`config.mk`:
```
export PLATFORM = sky130hd
export DESIGN_NAME = rfphoenix_insn_issue_sched
export DESIGN_NICKNAME = d
export VERILOG_FILES = /design/src/rtl/rfphoenix_insn_issue_sched_pkg.sv /design/src/rtl/rfphoenix_rr_arb.sv /design/src/rtl/rfphoenix_insn_issue_sched.sv
export SDC_FILE = /design/constraint.sdc
export NUM_CORES = 1
export LEC_CHECK = 0
export CAP_MARGIN = 0
export CORE_ASPECT_RATIO = 1.4
export CORE_MARGIN = 2
export CORE_UTILIZATION = 25
export CTS_CLUSTER_DIAMETER = 80
export DETAILED_ROUTE_END_ITERATION = 8
export GPL_ROUTABILITY_DRIVEN = 0
export PLACE_DENSITY_LB_ADDON = 0.08
export SETUP_SLACK_MARGIN = 0.05
export SLEW_MARGIN = 20
export SYNTH_ARGS = -nofsm -noshare
export SYNTH_HDL_FRONTEND = slang
export SYNTH_HIERARCHICAL = 1
export SYNTH_SLANG_ARGS = --single-unit
```
`constraint.sdc`:
```
create_clock -name clk -period 8.05 [get_ports clk]
set_input_delay 2.0125 -clock clk [delete_from_list [all_inputs] [get_ports clk]]
set_output_delay 2.0125 -clock clk [all_outputs]
set_load 0.005 [all_outputs]
```
`src/rtl/rfphoenix_insn_issue_sched_pkg.sv`:
```
// Shared types and defaults for the instruction issue scheduler.
package rfphoenix_insn_issue_sched_pkg;

  localparam int unsigned NTHREAD_DEF = 4;

  typedef enum logic [1:0] {
    IDLE = 2'd0,
    PEND = 2'd1,
    HOLD = 2'd2
  } sched_state_t;

endpackage

```
`src/rtl/rfphoenix_rr_arb.sv`:
```
// Round-robin arbiter: first requester at or after i_ptr, wrapping modulo N (N >= 2).
module rfphoenix_rr_arb #(
  parameter int unsigned N  = 4,
  parameter int unsigned IW = $clog2(N)
) (
  input  logic [N-1:0]  i_req,
  input  logic [IW-1:0] i_ptr,
  output logic [N-1:0]  o_gnt,
  output logic [IW-1:0] o_gnt_id,
  output logic          o_gnt_any
);

  int unsigned w_idx;

  always_comb begin
    o_gnt     = '0;
    o_gnt_id  = '0;
    o_gnt_any = 1'b0;
    w_idx     = 0;
    for (int unsigned k = 0; k < N; k++) begin
      w_idx = 32'(i_ptr) + k;
      if (w_idx >= N) w_idx = w_idx - N;
      if (!o_gnt_any && i_req[w_idx]) begin
        o_gnt[w_idx] = 1'b1;
        o_gnt_id     = IW'(w_idx);
        o_gnt_any    = 1'b1;
      end
    end
  end

endmodule

```
`src/rtl/rfphoenix_insn_issue_sched.sv`:
```
// Round-robin issue scheduler sharing one issue port among per-thread instruction FIFOs.
module rfphoenix_insn_issue_sched
  import rfphoenix_insn_issue_sched_pkg::*;
#(
  parameter int unsigned NTHREAD = NTHREAD_DEF,
  parameter int unsigned TIDW    = $clog2(NTHREAD)
) (
  input  logic               clk,
  input  logic               rst_n,
  input  logic [NTHREAD-1:0] fifo_empty,
  input  logic [NTHREAD-1:0] fifo_v,
  input  logic [NTHREAD-1:0] fifo_busy,
  input  logic [NTHREAD-1:0] thread_stall,
  input  logic [NTHREAD-1:0] flush,
  output logic [NTHREAD-1:0] fifo_rd,
  output logic               issue_valid,
  output logic [TIDW-1:0]    issue_tid,
  input  logic               issue_ready,
  output logic               underflow_err
);

  sched_state_t     r_state, w_state_nxt;
  logic [TIDW-1:0]  r_rr_ptr;
  logic [TIDW-1:0]  r_cur_tid;
  logic             r_underflow;

  logic [NTHREAD-1:0] w_elig;
  logic [NTHREAD-1:0] w_gnt;
  logic [TIDW-1:0]    w_gnt_tid;
  logic               w_gnt_any;
  logic               w_may_read;
  logic               w_grant;
  logic               w_cur_flush;
  logic               w_cur_v;
  logic               w_underflow;

  assign w_elig = ~fifo_empty & ~fifo_busy & ~thread_stall & ~flush;

  rfphoenix_rr_arb #(
    .N  (NTHREAD),
    .IW (TIDW)
  ) u_arb (
    .i_req     (w_elig),
    .i_ptr     (r_rr_ptr),
    .o_gnt     (w_gnt),
    .o_gnt_id  (w_gnt_tid),
    .o_gnt_any (w_gnt_any)
  );

  assign w_cur_flush = flush[r_cur_tid];
  assign w_cur_v     = fifo_v[r_cur_tid];

  always_comb begin
    issue_valid = 1'b0;
    case (r_state)
      PEND:    issue_valid = w_cur_v & ~w_cur_flush;
      HOLD:    issue_valid = ~w_cur_flush;
      default: issue_valid = 1'b0;
    endcase
  end

  // Reset also masks the read strobe so no FIFO word is consumed while the scheduler is held.
  assign w_may_read = rst_n & ((r_state == IDLE) | (issue_valid & issue_ready));
  assign w_grant    = w_may_read & w_gnt_any;
  assign fifo_rd    = w_grant ? w_gnt : '0;

  assign w_underflow = (r_state == PEND) & ~w_cur_flush & ~w_cur_v;

  always_comb begin
    w_state_nxt = r_state;
    case (r_state)
      IDLE: w_state_nxt = w_grant ? PEND : IDLE;
      PEND: begin
        if (w_cur_flush)      w_state_nxt = w_grant ? PEND : IDLE;
        else if (!w_cur_v)    w_state_nxt = IDLE;
        else if (issue_ready) w_state_nxt = w_grant ? PEND : IDLE;
        else                  w_state_nxt = HOLD;
      end
      HOLD: begin
        if (w_cur_flush)      w_state_nxt = IDLE;
        else if (issue_ready) w_state_nxt = w_grant ? PEND : IDLE;
        else                  w_state_nxt = HOLD;
      end
      default: w_state_nxt = IDLE;
    endcase
  end

  always_ff @(posedge clk or negedge rst_n) begin
    if (!rst_n) begin
      r_state     <= IDLE;
      r_rr_ptr    <= '0;
      r_cur_tid   <= '0;
      r_underflow <= 1'b0;
    end else begin
      r_state <= w_state_nxt;
      if (w_grant) begin
        r_cur_tid <= w_gnt_tid;
        r_rr_ptr  <= (32'(w_gnt_tid) == NTHREAD - 1) ? '0 : w_gnt_tid + 1'b1;
      end
      if (w_underflow) r_underflow <= 1'b1;
    end
  end

  assign issue_tid     = r_cur_tid;
  assign underflow_err = r_underflow;

endmodule

```
==> results.py <==
metrics = {
    "clock_tree": {
        "cts_setup_buffers": 0,
        "cts_hold_buf": 0,
        "cts_made_buffers": 3,
        "path_clk_slew_ns": 0.04,
        "cts_resized": 0,
        "insertion_delay_ns": 0.22,
        "ctsLongestPathBuffers": 2,
        "clkSinkCount": 7,
        "cts_tree": "yes",
        "ctsHtreeMaxLevel": 1,
        "cts_root_buf": "clkbuf_8",
    },
    "sta": {
        "max-slew-margin-rel_pct": 50.94,
        "final_hold_viol_count": 0,
        "setup_tns_ns": 0,
        "worst_pin_slew_ns": 0.7292,
        "max_freq_mhz": 141.7,
        "whs_ns": 0.4624,
        "setup_violations": 0,
        "slew_violations": 0,
        "rsz0062_at_grt": "false",
        "fin_worst_skew_ns": 0.001940,
        "setup_ws_ns": 0.9908,
        "fin_crit_sh_pct": 87.69,
        "min_period_ns": 7.059,
    },
    "logic_synthesis": {
        "syn_avg_cell_area_um2": 10.40,
        "synth.most_common_cell": "ha_1",
        "ys_seq_area_share_pct": 18.30,
        "async_flop_share_pct": 100.0,
        "syn-instance-count": 92,
        "ys_seq_elements": 7,
        "yosys.area.top_type": "dfrtp_1",
        "synth_nets": 128,
        "synth.top_cell.area_share_pct": 18.30,
        "ys_top_cells_by_count": "ha_1 (13), a22oi_1 (8), dfrtp_1 (7)",
        "synth_edf_count": 0,
        "ys.flop_type": "dfrtp_1",
        "yosysWarnings": 6,
        "synth_area_leaders": "dfrtp_1 (18%), ha_1 (17%), mux4_2 (7.1%)",
        "yosysUniqueCellTypes": 31,
        "synth_area_um2": 957.2,
    },
    "setup_path": {
        "critPathLaunchType": "primary input",
        "r2r_end": "issue_tid[0]",
        "r2r_slack_ns": 4.80,
        "crit_fanout": 13,
        "path_class": "primary input to output port",
        "cp_data_arrival_time_ns": 5.05,
        "crit_end": "fifo_rd[2]",
        "cp-end-kind": "output port",
        "rr_startpoint": "r_rr_ptr[0]",
        "required_ns": 6.04,
        "cp-startpoint": "fifo_busy[3]",
        "reg2reg_depth": 9,
    },
    "placed_design": {
        "dp.final_hpwl_um": 1965,
        "port_buffers": 30,
        "place_ws_ns": 0.9609,
        "place_area_um2": 1284,
    },
    "finish": {
        "diodes": 0,
        "fin_nets": 160,
        "final_layout_size_suffix_gt1_share_pct": 12.20,
        "syn_to_final_growth_pct": 38.82,
        "stdcell_area_um2": 1329,
    },
    "global_route": {
        "first_global_vias": 897,
        "gr-usage-all-layers_pct": 11.47,
        "antenna_found_initial": 0,
        "grt_pass1_wl_um": 4029,
        "grt_overflow": 0,
        "grt_max_degree": 16,
    },
    "drt": {
        "initialDrtViolationCount": 12,
        "vias": 863,
        "ant_nets": 0,
        "vias_per_cell": 5.230,
        "drc": 0,
        "drt_wl_total_um": 2422,
        "avgRoutedWirePerCell_um": 14.68,
        "drtPass1Iterations": 4,
    },
    "power": {
        "ir_worst_vdd_uv": 107.9,
        "power_mw": 0.2842,
        "leakagePower_nw": 0.5504,
        "p_per_area_nw_per_um2": 213.9,
    },
    "floorplan": {
        "dieArea_um2": 4347,
        "initial_core_util_pct": 26.04,
        "die_h_um": 77.21,
        "placementRows": 26,
        "die_x_um": 56.30,
        "core_area_um2": 3676,
        "ioPinCount": 31,
    },
    "min_path": {
        "min_path_type": "register to register",
    },
    "run_status": {
        "status": "complete, no violations",
    },
    "run": {
        "cap_violations": 0,
    },
}
## sequential cells by signal (all words and copies together), names as in the netlist
signal / cells
issue_tid: 2
underflow_err: 1
r_state: 2
r_rr_ptr: 2
## per-stage QoR
step / util [%] / instances
after global routing: 36.15 / 165
final: 36.15 / 165
after detailed placement: 34.92 / 161
after global placement: 34.92 / 161
after floorplan: - / 92
after CTS: 36.15 / 165
## metal layers
metal | vias up | part of all wire (%) | GRT usage (%)
met5 | - | 0 | 0
met4 | 0 | 1.9 | 5.000
met3 | 6 | 3.4 | 1.518
met2 | 28 | 55 | 21.53
met1 | 410 | 39 | 12.46
li1 | 419 | - | -
## how the worst min path moves through the flow
stage	startpoint	endpoint	slack, ns	cells after the start
floorplan	underflow_err	underflow_err	0.45	1
global placement	underflow_err	underflow_err	0.45	1
detailed placement	underflow_err	underflow_err	0.45	1
CTS	underflow_err	underflow_err	0.47	1
global route	underflow_err	underflow_err	0.48	1
finish	underflow_err	underflow_err	0.46	1
## kinds of logic (layout without fill, tap and decap cells)
logic type / count (synthesis) / after routing / synth area share [%]
AOI/OAI and AO/OA: 21 / 21 / 17.52
muxes: 14 / 14 / 22.61
DFF: 7 / 7 / 18.30
buffers and inverters: 9 / 40 / 5.097
and+or+nand+nor: 28 / 28 / 19.48
adders and majority gates: 13 / 13 / 16.99
## where the power goes
group	switching, mW	total [mW]	internal, mW
registers	0.0288	0.0760	0.0472
logic	0.0740	0.160	0.0855
clock network	0.0144	0.0486	0.0342
## cells in the final DEF, fill, tap and decap left out, types with 2 or more instances in the layout
cell             Yosys  routed
a22oi_1              8       8
and2b_1              4       4
clkbuf_8             0       3
clkdlybuf4s50_1      0      30
dfrtp_1              7       7
ha_1                13      13
inv_1                6       6
mux2_2               5       5
mux2i_1              4       4
mux4_1               2       2
mux4_2               3       3
nand2_1              2       2
nand2b_1             4       4
nor2_1               5       5
nor4_1               5       5
o21ai_0              5       5
o221ai_1             2       2
## worst max-delay path, cell delays in order
cell             delay, ns
clkdlybuf4s50_1       0.40
nor4_1                0.66
mux4_2                0.56
nor3_1                0.11
nand2b_1              0.16
nand4_1               0.13
nor2_2                0.15
a32oi_4               0.11
and2b_1               0.25
clkdlybuf4s50_1       0.49
## final cells by class
type | count | area, um2
Fill cell | 392 | 2347
Timing Repair Buffer | 30 | 300.3
Sequential cell | 7 | 175.2
Tap cell | 42 | 52.55
Multi-Input combinational cell | 76 | 733.2
Inverter | 6 | 22.52
Clock buffer | 4 | 45.04
Power figures use the tool's default switching activity.
==> variant 1 (config.mk and constraints unchanged) <==
The package constant `NTHREAD_DEF` goes from 4 to 2.
--- a/src/rtl/rfphoenix_insn_issue_sched_pkg.sv
+++ b/src/rtl/rfphoenix_insn_issue_sched_pkg.sv
@@ -3,3 +3,3 @@
 
-  localparam int unsigned NTHREAD_DEF = 4;
+  localparam int unsigned NTHREAD_DEF = 2;
 
Interface: changed (7 resized); port bits go from 31 to 18. No check against the original RTL was run, so the function may have changed too.
==> variant 1 against the unedited design <==
Cell count fell by 52%; design area is 53% lower; sequential share of layout area rose by 7.0 points; worst setup slack improved by 0.82 ns; count of clock-buffer cells in the layout stayed put; sequential cell count decreased by 2; routed wire length is 61% lower; area after synthesis decreased by 58%; non-clock buffer count down 13; power decreased by 73%; highest routed layer unchanged.
==> variant 1: results (changes against the unedited design) <==
stage	metric	value	unit	change
pwr	leakage	0.0002579	µW	-53%
timing	fin_skew	0.003090	ns	+0.001149 ns
synthesis	yosysSeqAreaShare	31.35	%	+13 points
pwr	peakVddDrop	0.03987	mV	-63%
status	status	complete, no violations		
placed_design	dp_hpwl	784.8	µm	-60%
setup_path	r2r_cells	6		-3
synthesis	synth_common_cells	dfrtp_1, ha_1, inv_1, a21boi_0, and2_1		
placed_design	portBuffers	17		-43%
synthesis	synth.mux.area_fraction	11.60	%	-11 points
timing	tightest_slew	0.5647	ns	-0.1645 ns
setup_path	worstPathArrival	4.23	ns	-0.82 ns
detailed_routing	via_per_inst	4.725		-9.7%
pwr	switching_share	25.16	%	-16 points
global_route	grt_pass1_wl	1731	µm	-57%
setup_path	r2r-start	r_state[1]		
global_route	grt_pass1_vias	393		-56%
detailed_routing	first_iter_violations	0		-12
final_layout	layout-drive-gt1-share	13.11	%	+0.92 points
global_route	grt_max_degree	8		-8
synthesis	synth_cell_types	22		-29%
synthesis	ys_warn_count	6		unchanged
cts	clockRootBuffer	clkbuf_4		
synthesis	synthTopCellsByArea	dfrtp_1, ha_1, a21boi_0		
global_route	antenna_found_initial	0		unchanged
detailed_routing	drt_pass1_iterations	1		-3
setup_path	r2r-end	issue_tid		
cts	insertion_delay	0.25	ns	+0.03 ns
setup_path	regToRegSetupSlack	6.27	ns	+1.47 ns
setup_path	crit_fanout	5		-8
global_route	grt_usage	13.43	%	+2.0 points
synthesis	synth.net_count	57		-55%
[variant 1: changes by cell type after synthesis, sizes merged, moves of 4 or more]
cell   before  now
a22oi       8    0
and2b       5    1
ha         13    4
mux4        5    0
nor2        6    0
o21ai       5    1
[variant 1: final cells by class]
| cell class | instances | area, µm² |
|---|---|---|
| Timing Repair Buffer | 17 | 170.2 |
| Fill cell | 172 | 912.1 |
| Tap cell | 19 | 23.77 |
| Inverter | 4 | 15.01 |
| Multi-Input combinational cell | 31 | 259.0 |
| Clock buffer | 4 | 26.28 |
| Sequential cell | 5 | 125.1 |
[variant 1: logic make-up after synthesis]
group                      Yosys count
and+or+nand+nor                     15
AOI/OAI and AO/OA                    8
DFF                                  5
buffers and inverters                4
muxes                                4
adders and majority gates            4
[variant 1: critical path: stages]
cell and delay (ns):
clkdlybuf4s50_1 0.45, nor4_1 0.55, or2_1 0.21, nand4_1 0.11, o21ai_2 0.25, and2_1 0.17, clkdlybuf4s50_1 0.49
[variant 1: per-layer routing]
layer  global-route usage (%)  vias to the layer above  wire length, µm
met2                    20.11                       17              461
met1                    15.01                      171              379
met3                    5.652                        3               76
met5                        0                        -                0
li1                         -                      187                -
met4                    8.929                        0               30
[variant 1: through the flow]
stage | power [µW] | cells | instance area (µm²) | setup WS, ns | hold slack [ns]
after CTS | 78.92 | 80 | 619.3 | 1.732 | 0.5026
after global routing | 82.81 | 80 | 619.3 | 1.552 | 0.5083
after floorplan | 35.29 | 40 | 399.1 | 3.023 | 0.4678
final | 77.43 | 80 | 619.3 | 1.809 | 0.4883
after global placement | 47.42 | 76 | 593.1 | 1.771 | 0.4896
after detailed placement | 47.34 | 76 | 593.1 | 1.753 | 0.4868
[variant 1: worst max-delay path by stage]
| stage | to | depth (start not counted) |
|---|---|---|
| after global placement | fifo_rd[1] | 7 |
| after detailed placement | fifo_rd[0] | 7 |
| after floorplan | fifo_rd[0] | 5 |
| after global routing | fifo_rd[0] | 7 |
| after CTS | fifo_rd[1] | 7 |
| final | fifo_rd[1] | 7 |
[variant 1: power groups by stage]
stage | clock network (µW) | logic (µW) | registers, µW
3_3_place_gp | 0 | 17.5 | 29.9
6_report | 30.8 | 17.3 | 29.4
4_1_cts | 31.8 | 17.6 | 29.5
3_5_place_dp | 0 | 17.6 | 29.8
5_1_grt | 33.9 | 19.2 | 29.7
2_1_floorplan | 0 | 5.91 | 29.4
==> variant 2 (same settings) <==
Without the edit above. Re-encode `sched_state_t` (3 states) as one-hot, 3 bits wide.
--- a/src/rtl/rfphoenix_insn_issue_sched_pkg.sv
+++ b/src/rtl/rfphoenix_insn_issue_sched_pkg.sv
@@ -5,6 +5,6 @@
 
-  typedef enum logic [1:0] {
-    IDLE = 2'd0,
-    PEND = 2'd1,
-    HOLD = 2'd2
+  typedef enum logic [2:0] {
+    IDLE = 3'b001,
+    PEND = 3'b010,
+    HOLD = 3'b100
   } sched_state_t;
Check against the original RTL: same outputs for any inputs over 10 cycles, from zero or initial values and one cycle with rst_n low; not proved beyond that.
==> variant 2 against the unedited design <==
Power up 0.85%; design area is 0.94% higher; utilization about the same; clock power rose by 3%; cell count increased by 1.8%; hold slack got worse by 0.0051 ns; sequential cell count rose by 1; die area rose by 1.7%; first-iteration DRC count grew 50%; routed wire length increased by 1.8%; worst setup slack lost 0.45 ns; count of clock-buffer cells in the layout unchanged; area after synthesis increased by 1.8%; sequential share of layout area grew 1.8 points; highest routed layer unchanged.
==> variant 2: results (changes against the unedited design) <==
stage	metric	value	unit	change
status	status	complete, no violations		
detailed_routing	first_iter_violations	18		+6
final_layout	n_fill_cell	385		-1.8%
final_layout	diodes	0		unchanged
pwr	power_switching	116.4	µW	-0.69%
global_route	antenna_found_initial	0		unchanged
final_layout	largest_register_ffs	3		
timing	fin_skew	0.003936	ns	+0.001996 ns
pwr	peakVddDrop	0.1085	mV	+0.61%
synthesis	synth_common_cells	ha_1, a22oi_1, dfrtp_1, mux2i_1, o21ai_0		
global_route	grt_pass1_wl	4181	µm	+3.8%
detailed_routing	vias	874		+1.3%
cts	clk_pin_slew	0.04	ns	about the same
setup_path	critPathMaxStageDelay	0.71	ns	+0.05 ns
setup_path	slowest_stage	nor4_1		
pwr	leakage	0.0005592	µW	+1.6%
setup_path	worstPathArrival	5.50	ns	+0.45 ns
detailed_routing	finalWirelength	2466	µm	+1.8%
final_layout	nets	159		-0.63%
global_route	grt_usage	11.69	%	+0.22 points
setup_path	regToRegSetupSlack	4.90	ns	+0.10 ns
hold_path	whs_endpoint	underflow_err		
final_layout	regMostFlops	r_state		
setup_path	r2r-start	r_rr_ptr[0]		
synthesis	synth_cell_types	37		+19%
setup_path	r2r_cells	9		unchanged
setup_path	r2r-end	r_rr_ptr[1]		
timing	slew_headroom	46.72	%	-4.2 points
synthesis	synthTopCellsByArea	dfrtp_1, ha_1, mux2i_1		
placed_design	dp_hpwl	2016	µm	+2.6%
timing	whs	0.4572	ns	-0.005146 ns
final_layout	layout-drive-gt1-share	11.90	%	-0.29 points
synthesis	yosysSeqAreaShare	20.67	%	+2.4 points
global_route	grt_max_degree	16		unchanged
setup_path	crit_family	simple AND/OR/NAND/NOR gates		
## variant 2: cell types whose count changed after synthesis, moves of 2 or more
cell / unedited run / this run
inv_1: 6 / 4
ha_1: 13 / 9
mux2i_1: 4 / 6
nor2b_1: 1 / 3
## variant 2: metal layers
layer	routed length (µm)	global-route usage (%)
met4	51	3.488
met3	75	2.000
met5	0	0
met2	1361	21.51
met1	978	13.52
## variant 2: cell type report
type | instances | area (µm²) | share of cell area (%)
flip-flops and latches | 8 | 201.4 | 15.02
well taps | 42 | 52.55 | 3.918
inverters | 4 | 15.01 | 1.119
multi-input cells | 80 | 726.9 | 54.20
clock buffers | 4 | 45.04 | 3.358
repair buffers | 30 | 300.3 | 22.39
## variant 2: power by group through the flow
stage	Sequential, µW	Combinational (µW)	Clock (µW)
detailed placement	87.0	152	0
global route	90.7	168	55.6
floorplan	69.7	122	0
finish	85.2	151	50.1
global placement	86.2	151	0
CTS	86.7	153	51.7
## variant 2: worst reg2reg max path, stage by stage (launching register included)
cell and delay (ns):
dfrtp_1 0.69, inv_1 0.20, ha_1 0.40, mux4_2 0.39, nor3_1 0.10, nand2b_1 0.10, nand2_1 0.07, nor4b_1 0.63
a31oi_4 0.14, mux2_2 0.31
## variant 2: worst max path at each step
stage / startpoint / end / slack (ns) / depth (start not counted)
5_1_grt: flush[3] / fifo_rd[1] / 0.29 / 10
3_3_place_gp: flush[3] / fifo_rd[2] / 0.66 / 10
6_report: flush[3] / fifo_rd[0] / 0.54 / 10
4_1_cts: flush[3] / fifo_rd[1] / 0.59 / 10
3_5_place_dp: flush[3] / fifo_rd[1] / 0.62 / 10
2_1_floorplan: flush[3] / fifo_rd[0] / 2.02 / 9
## variant 2: per-stage QoR
stage	total power (µW)	cell area, µm²	setup WS, ns	instances	util, %
after floorplan	191.3	974.7	2.017	96	-
final	286.6	1341	0.5416	168	36.17
after global placement	237.5	1296	0.6606	164	34.95
after global routing	314.5	1341	0.2884	168	36.17
after CTS	291.1	1341	0.5940	168	36.17
after detailed placement	238.6	1296	0.6181	164	34.95
## variant 2: cell families (layout without fill, tap and decap cells)
| kind of cell | count (synthesis) | in the layout | synth area share (%) |
|---|---|---|---|
| and+or+nand+nor | 32 | 32 | 21.95 |
| AOI/OAI and AO/OA | 24 | 24 | 19.13 |
| muxes | 15 | 15 | 21.95 |
| adders and majority gates | 9 | 9 | 11.55 |
| DFF | 8 | 8 | 20.67 |
| buffers and inverters | 8 | 38 | 4.748 |
